<file path="src/rtl/sample_frame_loader.sv">
// -----------------------------------------------------------------------------
// sample_frame_loader
//
// Collects N serial samples into one parallel frame and then holds that frame
// stable for a downstream adder stage until the adder acknowledges it.
//
// Ports
//   clk          in   clock; every state update happens on its rising edge
//   rst          in   synchronous reset, active-low
//   in_valid     in   upstream sample valid
//   in_data      in   [DW-1:0] upstream sample
//   in_ready     out  loader can accept a sample (high exactly while filling)
//   frame_abort  in   discard the partially filled frame (ignored while holding)
//   frame_data   out  [N*DW-1:0] parallel frame, slot k at [k*DW +: DW],
//                     slot 0 holds the first sample accepted
//   frame_valid  out  frame complete and held stable
//   frame_ack    in   adder stage finished with the frame
//   frame_cnt    out  [7:0] frames released by ack, mod 256
//   ref_sum      out  [DW+4:0] running sum of the current frame
//                     (only when SAMPLE_FRAME_LOADER_REFSUM_EN is defined)
//
// Configuration
//   SAMPLE_FRAME_LOADER_REFSUM_EN  compiles in the ref_sum port and accumulator.
// -----------------------------------------------------------------------------
module sample_frame_loader #(
    parameter int DW = 8,   // sample width in bits
    parameter int N  = 30   // samples per frame, 2..30
) (
    input  logic            clk,
    input  logic            rst,
    input  logic            in_valid,
    input  logic [DW-1:0]   in_data,
    output logic            in_ready,
    input  logic            frame_abort,
    output logic [N*DW-1:0] frame_data,
    output logic            frame_valid,
    input  logic            frame_ack,
    output logic [7:0]      frame_cnt
`ifdef SAMPLE_FRAME_LOADER_REFSUM_EN
    ,
    output logic [DW+4:0]   ref_sum
`endif
);

    // Five extra bits cover the sum of up to 32 full-scale samples.
    localparam int SW = DW + 5;
    localparam int IW = $clog2(N);
    localparam logic [IW-1:0] LAST_IDX = IW'(N - 1);

    typedef enum logic {
        FILL = 1'b0,
        HOLD = 1'b1
    } state_t;

    state_t                  state_q, state_d;
    logic [IW-1:0]           idx_q, idx_d;
    logic [N-1:0][DW-1:0]    slots_q, slots_d;
    logic                    frame_valid_q, frame_valid_d;
    logic [7:0]              frame_cnt_q, frame_cnt_d;
`ifdef SAMPLE_FRAME_LOADER_REFSUM_EN
    logic [SW-1:0]           ref_sum_q, ref_sum_d;
`endif

    // Ready is a pure decode of the state so the upstream sees it the same
    // cycle the loader returns to FILL.
    assign in_ready    = (state_q == FILL);
    assign frame_data  = slots_q;
    assign frame_valid = frame_valid_q;
    assign frame_cnt   = frame_cnt_q;
`ifdef SAMPLE_FRAME_LOADER_REFSUM_EN
    assign ref_sum     = ref_sum_q;
`endif

    always_comb begin
        // NOTE: every _d starts as its _q so no path leaves a variable
        // unassigned; without these defaults synthesis infers latches.
        state_d       = state_q;
        idx_d         = idx_q;
        slots_d       = slots_q;
        frame_valid_d = frame_valid_q;
        frame_cnt_d   = frame_cnt_q;
`ifdef SAMPLE_FRAME_LOADER_REFSUM_EN
        ref_sum_d     = ref_sum_q;
`endif

        case (state_q)
            FILL: begin
                if (frame_abort) begin
                    // Abort wins over a beat arriving in the same cycle; slot
                    // contents are left alone and simply get overwritten later.
                    idx_d = '0;
`ifdef SAMPLE_FRAME_LOADER_REFSUM_EN
                    ref_sum_d = '0;
`endif
                end else if (in_valid) begin
                    slots_d[idx_q] = in_data;
`ifdef SAMPLE_FRAME_LOADER_REFSUM_EN
                    // The first beat of a frame restarts the sum instead of
                    // adding to the previous frame's total.
                    ref_sum_d = ((idx_q == '0) ? '0 : ref_sum_q) + SW'(in_data);
`endif
                    if (idx_q == LAST_IDX) begin
                        idx_d         = '0;
                        state_d       = HOLD;
                        frame_valid_d = 1'b1;
                    end else begin
                        idx_d = idx_q + IW'(1);
                    end
                end
            end
            HOLD: begin
                // Samples and aborts are ignored here; only ack releases the frame.
                if (frame_ack && frame_valid_q) begin
                    state_d       = FILL;
                    frame_valid_d = 1'b0;
                    frame_cnt_d   = frame_cnt_q + 8'd1;
                end
            end
            default: state_d = FILL;
        endcase
    end

    always_ff @(posedge clk) begin
        if (!rst) begin
            state_q       <= FILL;
            idx_q         <= '0;
            // NOTE: the frame register is reset even though it is wide, because
            // the downstream stage must see an all-zero frame after reset.
            slots_q       <= '0;
            frame_valid_q <= 1'b0;
            frame_cnt_q   <= '0;
`ifdef SAMPLE_FRAME_LOADER_REFSUM_EN
            ref_sum_q     <= '0;
`endif
        end else begin
            // NOTE: non-blocking assignments so every flop samples the values
            // computed from the previous cycle's state.
            state_q       <= state_d;
            idx_q         <= idx_d;
            slots_q       <= slots_d;
            frame_valid_q <= frame_valid_d;
            frame_cnt_q   <= frame_cnt_d;
`ifdef SAMPLE_FRAME_LOADER_REFSUM_EN
            ref_sum_q     <= ref_sum_d;
`endif
        end
    end

endmodule
</file>
<file path="config.mk">
export PLATFORM = sky130hd
export DESIGN_NAME = sample_frame_loader
export DESIGN_NICKNAME = d
export VERILOG_FILES = /design/src/rtl/sample_frame_loader.sv
export SDC_FILE = /design/constraint.sdc
export NUM_CORES = 1
export LEC_CHECK = 0
export ABC_CLOCK_PERIOD_IN_PS = 2400
export CORE_MARGIN = 5
export CORE_UTILIZATION = 48
export CTS_CLUSTER_DIAMETER = 150
export DETAILED_ROUTE_END_ITERATION = 12
export PLACE_DENSITY = 0.8
export SETUP_SLACK_MARGIN = 0.15
export SYNTH_ARGS = -nofsm -noshare
export SYNTH_HDL_FRONTEND = slang
export SYNTH_SLANG_ARGS = --single-unit
</file>
<file path="constraint.sdc">
create_clock -name clk -period 2.4 [get_ports clk]
set_clock_uncertainty 0.2 [all_clocks]
set_input_delay 0.48 -clock clk [delete_from_list [all_inputs] [get_ports clk]]
set_output_delay 0.48 -clock clk [all_outputs]
set_load 0.01 [all_outputs]
</file>
==> flow_summary.json <==
{
  "rsz0062_at_grt": "no",
  "finalPower_w": 0.00860,
  "crit_fanout": 5,
  "cp_data_required_time_ps": 1720,
  "min_from": "rst",
  "final_cells": 1455,
  "hold_path_class": "in2reg",
  "antenna_found_initial": 0,
  "finalCritPeriodShare": 0.908,
  "area_delta_synth_final_pct": 40.5,
  "postCtsHoldBufs": 0,
  "nNetsFinal": 1190,
  "syn_inst": 922,
  "via_per_inst": 5.10,
  "slew_viol_final": 0,
  "hold_violations": 0,
  "route.vias.total": 7420,
  "antenna_cells": 0,
  "critPathBufInv": 1,
  "port_buffers": 262,
  "detail_route.wl_per_cell_um": 19.0,
  "drt_iter0_markers": 223,
  "yosysWarnings": 0,
  "crit_cells": 1,
  "start_util": 0.490,
  "drc_errors": 0,
  "hold_end": "idx_q[4]",
  "cp-start-kind": "flop",
  "row_count": 51,
  "drv_cap": 0,
  "timing.rr.start": "idx_q[1]",
  "slowest_delay_ps": 580,
  "cts_buffer_depth": 3,
  "holdPathStages": 2,
  "dieArea_um2": 22900,
  "ys_seq_elements": 255,
  "dr.pass1.iters": 7,
  "endpoint_kind": "output pin",
  "reg2reg_setup_slack_ps": 480,
  "clk_pin_slew_ps": 60,
  "worstSkewPairLatency_ps": 510,
  "syn-num-nets": 940,
  "slew_headroom": 0.681,
  "rr_endpoint": "frame_data[175]",
  "die_w_um": 151,
  "clock_sinks": 255,
  "synth_area_per_cell_um2": 10.4,
  "num_io_pins": 263,
  "critical_path_arrival_ps": 1500,
  "drive_above_1_share": 0.0983,
  "grt_pass1_wl_um": 42000,
  "crit_slowest_cell": "clkdlybuf4s50_1",
  "dp.cells": 1409,
  "grt_max_degree": 68,
  "die_h_um": 151,
  "cts_root_buf": "clkbuf_16",
  "worstSetupPathType": "reg2out",
  "grt_pass1_vias": 7416,
  "ys_seq_area_frac": 0.532,
  "grt_usage": 0.232,
  "ir_drop_mv": 0.519,
  "min_period_ps": 2180,
  "tightest_slew_ps": 479,
  "dp_hpwl_um": 18200,
  "numCtsBuffers": 26,
  "cts_htree_levels": 1,
  "cp_cell_sequence": "clkdlybuf4s50_1",
  "core_area_um2": 19600,
  "cts_tree": "done",
  "wirelength_um": 27600,
  "overflow": 0,
  "gp_congestion": 0.771,
  "power_density_nw_per_um2": 638,
  "max_freq_mhz": 459,
  "ys_types": 35,
  "status": "finished, final reports clean",
  "post_cts_buffers": 0,
  "fill_cells": 1506,
  "setup_viol": 0,
  "syn_area_um2": 9590,
  "ff2ff_path_depth": 6,
  "cp_top_family": "buffers and inverters",
  "p_leak_nw": 5.44,
  "antenna_left": 0
}
-- final cells by class --
| type | count | area [um^2] | share of cell area |
|---|---|---|---|
| inverters | 7 | 26.3 | 0.00195 |
| flip-flops and latches | 255 | 5110 | 0.379 |
| clock inverters | 8 | 77.6 | 0.00576 |
| well taps | 265 | 332 | 0.0246 |
| clock buffers | 38 | 797 | 0.0592 |
| multi-input cells | 593 | 4180 | 0.310 |
| repair buffers | 289 | 2950 | 0.219 |
-- cell usage after synthesis, drive strengths merged --
cell type	n	share of area
nand2	268	0.11
dfxtp	255	0.53
mux2i	241	0.25
clkbuf	52	0.020
nor2	20	0.019
buf	15	0.0089
a21oi	8	0.0042
inv	7	0.0027
nand3	6	0.0044
ha	5	0.0065
nand4	5	0.0033
and4bb	4	0.0052
nand4bb	4	0.0052
nor3b	4	0.0047
nand3b	3	0.0035
o21a	3	0.0023
o21ai	3	0.0016
o31ai	3	0.0023
or4	3	0.0023
a31oi	2	0.0013
nand4b	2	0.0018
or3	2	0.0013
xor2	2	0.0018
a32oi	1	0.00091
and2	1	0.00065
nor3	1	0.0010
o21bai	1	0.00078
o221a	1	0.0012
-- through the flow --
stage	instance area (um^2)	TNS [ps]	worst slack [ps]	util	hold slack, ps
after floorplan	9590	0	659	-	278
after global routing	13500	0	152	0.688	203
after global placement	12600	0	61.8	0.643	241
after CTS	13500	0	156	0.687	184
final	13500	0	221	0.688	204
after detailed placement	12600	-281	-26.3	0.643	247
-- repair_timing --
item / 4_1_cts / 5_1_grt
setup endpoints to repair: 1 / 3
gates resized for setup: 1 / 3
gates cloned: 0 / 0
pin swaps: 0 / 0
hold endpoints to repair: 0 / 0
-- state kept, by name, indices dropped and copies added, names as in the netlist --
signal	cells
frame_valid	1
idx_q	5
frame_cnt	8
state_q	1
frame_data	240
-- cell families after synthesis --
family	after synthesis	share of synthesized area
simple gates	323	0.161
flops	255	0.532
mux	241	0.251
buf+inv	74	0.0320
compound gates	22	0.0146
fa+ha+maj	5	0.00652
xor+xnor	2	0.00183
-- worst max-delay path by stage --
stage | startpoint | endpoint | slack, ps
2_1_floorplan | frame_abort | frame_data[176] | 660
3_5_place_dp | in_valid | frame_data[233] | -30
3_3_place_gp | in_valid | frame_data[206] | 60
6_report | frame_cnt[1] | frame_cnt[1] | 220
5_1_grt | frame_cnt[0] | frame_cnt[0] | 150
4_1_cts | state_q | in_ready | 160
-- where the power goes --
part / switching (W) / internal (W) / leakage, nW
logic: 0.000211 / 0.0000996 / 2.95
registers: 0.00000691 / 0.00424 / 2.05
clock network: 0.00163 / 0.00241 / 0.429
-- layer usage --
metal	up-vias	track usage	wire [um]
met1	3575	0.292	11700
met3	50	0.0673	2040
met2	218	0.390	13200
met5	-	0	0
li1	3577	-	-
met4	0	0.0635	680
-- layout by cell type, fill, tap and decap left out, drive strengths merged, types with 2 or more instances in the layout --
cell type,n
a21oi,8
a31oi,2
and4bb,4
buf,28
clkbuf,38
clkdlybuf4s50,259
clkinv,4
clkinvlp,2
dfxtp,255
ha,5
inv,8
mux2i,241
nand2,268
nand3,6
nand3b,3
nand4,5
nand4b,2
nand4bb,4
nor2,20
nor3b,4
o21a,3
o21ai,3
o31ai,3
or3,2
or4,3
xor2,2
Note: power is estimated with default switching activity, not from simulation.
